**src/rtl/decoder_in_debounce_if.sv**
```systemverilog
// rtl/decoder_in_debounce_if.sv - valid/ready code handshake between debounce stage and decoder
interface decoder_in_debounce_if #(
    parameter int WIDTH = 7
);
    logic [WIDTH-1:0] code_out;
    logic             code_valid;
    logic             code_ready;

    modport master (
        output code_out,
        output code_valid,
        input  code_ready
    );

    modport slave (
        input  code_out,
        input  code_valid,
        output code_ready
    );
endinterface

```
**src/rtl/decoder_in_debounce.sv**
```systemverilog
// rtl/decoder_in_debounce.sv - synchronise, debounce and present each new stable input code once
module decoder_in_debounce #(
    parameter int WIDTH         = 7,
    parameter int STABLE_CYCLES = 4
) (
    input  logic                   clock,
    input  logic                   reset,
    input  logic [WIDTH-1:0]       io_in,
    decoder_in_debounce_if.master  code_if,
    output logic                   stable_o,
    output logic [7:0]             change_cnt
);
    localparam int CNT_W = $clog2(STABLE_CYCLES + 1);
    localparam logic [CNT_W-1:0] CNT_MAX = CNT_W'(STABLE_CYCLES);

    typedef enum logic {EMPTY, PEND} state_t;

    logic [WIDTH-1:0] s1_q, s2_q, cand_q, out_q;
    logic [CNT_W-1:0] cnt_q;
    logic             have_q, stable_q;
    logic [7:0]       chg_q;
    state_t           state_q;

    logic at_max, commit;

    assign at_max = (cnt_q == CNT_MAX) && (s2_q == cand_q);
    // A code equal to the one already presented is never re-presented.
    assign commit = at_max && (!have_q || (cand_q != out_q))
                  && ((state_q == EMPTY) || code_if.code_ready);

    always_ff @(posedge clock or posedge reset) begin
        if (reset) begin
            s1_q     <= '0;
            s2_q     <= '0;
            cand_q   <= '0;
            cnt_q    <= '0;
            out_q    <= '0;
            have_q   <= 1'b0;
            stable_q <= 1'b0;
            chg_q    <= '0;
            state_q  <= EMPTY;
        end else begin
            s1_q     <= io_in;
            s2_q     <= s1_q;
            stable_q <= at_max;

            if (s2_q != cand_q) begin
                cand_q <= s2_q;
                cnt_q  <= '0;
            end else if (cnt_q < CNT_MAX) begin
                cnt_q  <= cnt_q + CNT_W'(1);
            end

            if (commit) begin
                out_q  <= cand_q;
                have_q <= 1'b1;
                chg_q  <= chg_q + 8'd1;
            end

            case (state_q)
                EMPTY: if (commit) state_q <= PEND;
                PEND:  if (code_if.code_ready && !commit) state_q <= EMPTY;
                default: state_q <= EMPTY;
            endcase
        end
    end

    assign code_if.code_out   = out_q;
    assign code_if.code_valid = (state_q == PEND);
    assign stable_o           = stable_q;
    assign change_cnt         = chg_q;
endmodule

```
**src/flat_wrapper.sv**
```systemverilog
// flat-port wrapper written by rule: the top's interface ports become plain ports
module decoder_in_debounce_flat 
#(
    parameter int WIDTH         = 7,
    parameter int STABLE_CYCLES = 4
)
  (clock, reset, io_in, stable_o, change_cnt, code_if_code_out, code_if_code_valid, code_if_code_ready);
  decoder_in_debounce_if #(.WIDTH(WIDTH)) code_if_i ();
  input  logic clock;
  input  logic reset;
  input  logic [WIDTH-1:0] io_in;
  output logic stable_o;
  output logic [7:0] change_cnt;
  output wire logic [$bits(code_if_i.code_out)-1:0] code_if_code_out;
  output wire logic [$bits(code_if_i.code_valid)-1:0] code_if_code_valid;
  input wire logic [$bits(code_if_i.code_ready)-1:0] code_if_code_ready;
  assign code_if_code_out = code_if_i.code_out;
  assign code_if_code_valid = code_if_i.code_valid;
  assign code_if_i.code_ready = code_if_code_ready;
  decoder_in_debounce #(.WIDTH(WIDTH), .STABLE_CYCLES(STABLE_CYCLES)) u_core (.clock(clock), .reset(reset), .io_in(io_in), .code_if(code_if_i), .stable_o(stable_o), .change_cnt(change_cnt));
endmodule
```
**config.mk**
```make
export PLATFORM = sky130hd
export DESIGN_NAME = decoder_in_debounce_flat
export DESIGN_NICKNAME = d
export VERILOG_FILES = /design/src/rtl/decoder_in_debounce_if.sv /design/src/rtl/decoder_in_debounce.sv /design/src/flat_wrapper.sv
export SDC_FILE = /design/constraint.sdc
export NUM_CORES = 1
export LEC_CHECK = 0
export BUFFER_PORTS_ARGS = -buffer_cell sky130_fd_sc_hd__buf_2
export CORE_AREA = 3 3 78 80
export CTS_BUF_LIST = sky130_fd_sc_hd__clkbuf_8
export DETAILED_ROUTE_END_ITERATION = 12
export DIE_AREA = 0 0 81 83
export PLACE_DENSITY = 0.46
export SYNTH_ARGS = -nofsm -noshare
export SYNTH_HDL_FRONTEND = slang
export SYNTH_SLANG_ARGS = --single-unit
export TNS_END_PERCENT = 1
```
**constraint.sdc**
```tcl
create_clock -name clock -period 4.5 [get_ports clock]
set_input_delay 0.225 -clock clock [delete_from_list [all_inputs] [get_ports clock]]
set_output_delay 0.225 -clock clock [all_outputs]
set_load 0.005 [all_outputs]
```
Yosys cells after proc, flatten, opt, wreduce, memory -nomap -nowiden
Cells that the tools add are included.
{"block": "totals", "ff_bits": 42, "inputBits": 10, "output_inout_bits": 17, "word_cells": 31}
{"block": "op_classes", "add_sub_neg": 2, "magnitude_cmp": 1, "eq_ne": 4, "mux": 5, "n_bitwise": 1, "reduce_logical": 9}
{"operator": "7-bit inequality test", "count": 2}
{"operator": "8-bit by 1-bit adder with 8-bit output, second input constant", "count": 1}
{"operator": "7-bit equality test", "count": 1}
{"operator": "3-bit two-way mux", "count": 2}
{"operator": "1-bit logical AND", "count": 4}
{"operator": "3-bit by 1-bit adder with 3-bit output, second input constant", "count": 1}
{"operator": "3-bit equality test, second input constant", "count": 1}
{"operator": "3-bit < comparator, second input constant", "count": 1}
{"operator": "1-bit zero test", "count": 2}
{"operator": "1-bit logical OR", "count": 2}
{"operator": "1-bit two-way mux", "count": 2}
{"operator": "1-bit one-hot mux with 2 select lines", "count": 1}
{"operator": "2-bit nonzero test", "count": 1}
{"operator": "1-bit NOT", "count": 1}

Longest topological paths before layout
{"block": "depth", "depth_word": 8, "mapped_depth": 8}

Least setup slack after synthesis
Ideal clock, no wire load.
{"block": "synth_timing", "path_kind": "register to register", "startpoint": "register u_core.cand_q[5]", "endpoint": "register u_core.chg_q[1], in the netlist u_core.change_cnt[1]", "setup_time_ns": 0.125, "arrival_time_ns": 1.742, "setup_slack_ns": 2.633, "path_stages_with_launch": 7, "n_path_buf": 1, "synth_period_minus_slack_ns": 1.867, "cell_sequence": "dfrtp_1 -> xor2_1 -> nor4_4 -> o2111ai_4 -> nor2b_2 -> buf_6 -> mux2_4"}
{"block": "synth_between", "elab_chain_cells": 4}
{"element": "start, declared", "line": "decoder_in_debounce.sv:18", "text": "logic [WIDTH-1:0] s1_q, s2_q, cand_q, out_q;"}
{"element": "start signal, assigned", "line": "decoder_in_debounce.sv:48", "text": "cand_q <= s2_q;"}
{"element": "7-bit equality test / 7-bit inequality test (equally long branches)", "line": "decoder_in_debounce.sv:26, decoder_in_debounce.sv:28"}
{"element": "1-bit logical AND / 1-bit logical OR (equally long branches)", "line": "decoder_in_debounce.sv:26, decoder_in_debounce.sv:28"}
{"element": "1-bit logical AND (*)", "line": "decoder_in_debounce.sv:28", "text": "assign commit = at_max && (!have_q || (cand_q != out_q))"}
{"element": "1-bit logical AND (*)", "line": "decoder_in_debounce.sv:29", "text": "&& ((state_q == EMPTY) || code_if.code_ready);"}
{"element": "end signal, assigned", "line": "decoder_in_debounce.sv:57", "text": "chg_q <= chg_q + 8'd1;"}
{"element": "end, declared", "line": "decoder_in_debounce.sv:21", "text": "logic [7:0] chg_q;"}
Mark *: on every way between the ends. The rest lies on a longest branch, timed or not.
A chain may end at the register's enable or synchronous reset.

Worst setup path after layout
{"block": "layout_timing", "startpoint": "register u_core.cand_q[5]", "endpoint": "register u_core.out_q[3], in the netlist u_core.code_if.code_out[3]"}
{"block": "layout_between", "elab_chain_cells": 4}
{"element": "7-bit equality test / 7-bit inequality test (equally long branches)", "line": "decoder_in_debounce.sv:26, decoder_in_debounce.sv:28"}
{"element": "1-bit logical AND / 1-bit logical OR (equally long branches)", "line": "decoder_in_debounce.sv:26, decoder_in_debounce.sv:28"}
{"element": "1-bit logical AND (*)", "line": "decoder_in_debounce.sv:28"}
{"element": "1-bit logical AND (*)", "line": "decoder_in_debounce.sv:29"}
{"element": "end signal, assigned", "line": "decoder_in_debounce.sv:55", "text": "out_q <= cand_q;"}
{"element": "end, declared", "line": "decoder_in_debounce.sv:18"}
Marked as above.

==> metrics.cfg <==
[layout]
fillers = 568
areaGrowthSynthToFinish_pct = 17.2
antenna_cells = 0
nNetsFinal = 158
mostFrequentLayoutCell = dfrtp_1
drive_above_1_share = 0.322
final_cell_mix = dfrtp_1, buf_2, xor2_1, nor2_1
stdcell_area_sq_um = 1950

[min_path]
min_path_type = in2reg
whs_endpoint = u_core.s1_q[6]
holdPathStages = 1
worstHoldStart = io_in[6]

[clock_tree]
htree_levels = 2
cts_tree = done
cts_resized = 0
ctsHoldBuffers = 0
clockRootBuffer = clkbuf_8
clock-sinks = 42
cts_setup_buffers = 0
clk_pin_slew_ps = 80
cts_inserted_buffers = 5
clk_path_buf_depth = 2
clock_latency_ps = 290

[timing]
finalHoldViolations = 0
fmax_mhz = 434
clock_skew_ps = 1.32
setup_viol = 0
setup_tns_ps = 0
worst_pin_slew_ps = 690
setup_slack_ps = 2200
timing.slew.headroom = 0.538
final.min_clock_period_ps = 2300
rsz0062_at_grt = false
holdWs_ps = 36.4
final_max_slew_viol_count = 0
fin_crit_sh = 0.512

[run_status]
status = complete, no violations

[detailed_routing]
drt_iter0_markers = 5
wire_per_inst_um = 11.9
via_per_inst = 4.01
dr.pass1.iters = 4
wl_mm = 2.60
ant_nets = 0
vias = 875
drc = 0

[floorplanning]
rows = 27
die_y_um = 83
dieWidth_um = 81
core_area_sq_um = 5470
io_pins = 27
start_util = 0.303
die_area_sq_um = 6720

[setup_path]
cp-end-kind = flip-flop
worstPathRequired_ps = 4680
critPathMaxFanout = 10
r2r-end = u_core.code_if.code_out[3]
reg2reg_slack_ps = 2200
start_kind = flip-flop
reg2reg_from = u_core.cand_q[5]
rr_worst_depth = 5
path_class = reg2reg
crit_arrival_ps = 2480

[logic_synthesis]
synth_area_leaders = dfrtp_1, xor2_1, mux2_4
synth_top_area_cell = dfrtp_1
ys_ff_latch = 42
synth_fp_nets = 132
syn-cell-area_sq_um = 1660
synth_warnings = 0
synthDistinctLibCells = 23
synth.top_cell.area_share = 0.633
seq_area_frac_synth = 0.633
synth_cells = 119
synth.avg_cell_area_sq_um = 14.0

[place]
post-place-ws_ps = 2190
postPlaceCellArea_sq_um = 1850
post-dp-hpwl_mm = 1.96
port_buffers = 26
place.gp.congestion = 0.692

[global_route]
grtUsageTotal = 0.0924
grt-ovfl-total = 0
grt.met3_usage = 0.0456
grt_max_degree = 43
busiest_layer = met2
grt_pass1_wl_mm = 4.64
antenna_found_initial = 0
use_met2 = 0.133
grtUsageMet1 = 0.117
grt_pass1_vias = 939

[power]
finalPower_mw = 0.667
p_leak_nw = 0.938
powerDensity_nw_per_um2 = 343
ir_drop_mv = 0.178

[run]
drv_cap = 0

==> state kept, by name (all words and copies together), names as in the netlist, 3 cells and up <==
name and count:
u_core.cand_q 7, u_core.change_cnt 8, u_core.cnt_q 3, u_core.code_if.code_out 7, u_core.s1_q 7, u_core.s2_q 7
==> where the power goes <==
| part | total, mW | internal, mW | switching [mW] |
|---|---|---|---|
| clock | 0.246 | 0.123 | 0.123 |
| combinational | 0.0274 | 0.0104 | 0.0171 |
| sequential | 0.393 | 0.387 | 0.00635 |
| total | 0.667 | 0.520 | 0.147 |
==> stage by stage <==
| stage | instances | util |
|---|---|---|
| 3_5_place_dp | 210 | 0.338 |
| 4_1_cts | 218 | 0.356 |
| 5_1_grt | 218 | 0.356 |
| 3_3_place_gp | 210 | 0.338 |
| 2_1_floorplan | 119 | - |
| 6_report | 218 | 0.356 |
==> Yosys cell counts (all sizes together) <==
cell type   n
inv         3
nand3       1
nor2b       2
buf         1
nand2       5
dfrtp      42
mux2i       1
and4b       1
and3        1
nor4        2
or2         1
mux2        8
xor2       14
nor3        2
nand2b      1
clkbuf      7
nand4       5
nor2       10
o2111ai     1
xnor2       8
ha          3
==> area by class of cell <==
class                      instances  area [sq um]  share of cell area
clock buffer                       6          82.6              0.0424
clock inverter                     2          12.5             0.00643
inverter                           3          11.3             0.00579
multi-input combinational         66           561               0.288
sequential                        42          1050               0.540
tap                               72          90.1              0.0463
timing repair buffer              27           138              0.0707
==> how the worst max path moves through the flow <==
stage,from,endpoint,slack [ps],cells past startpoint
6_report,u_core.cand_q[5],u_core.code_if.code_out[3],2200,5
5_1_grt,u_core.cand_q[5],u_core.code_if.code_out[3],2050,5
4_1_cts,u_core.cand_q[5],u_core.code_if.code_out[3],2170,5
3_5_place_dp,u_core.cand_q[5],u_core.code_if.code_out[0],2190,5
3_3_place_gp,u_core.cand_q[5],u_core.code_if.code_out[5],2230,5
2_1_floorplan,u_core.cand_q[5],u_core.change_cnt[1],2630,6
==> worst max-delay path: stages (launching register included) <==
cell,delay [ps]
dfrtp_1,410
xor2_1,220
nor4_4,360
o2111ai_4,240
nor2b_2,610
mux2_4,350
==> per-layer routing <==
layer | share of wire | up-vias
li1 | - | 436
met1 | 0.45 | 416
met2 | 0.49 | 18
met3 | 0.053 | 5
met4 | 0.015 | 0
met5 | 0 | -
==> cell families (layout without fill, tap and decap cells) <==
kind of cell               Yosys count  after routing  synth area share
AOI/OAI and AO/OA                    1              1            0.0158
buffers and inverters               11             38            0.0294
and+or+nand+nor                     31             31             0.105
DFF                                 42             42             0.633
muxes                                9              9            0.0784
xor gates and xnor gates            22             22             0.116
adders and majority gates            3              3            0.0226
(Power assumes the default switching activity.)
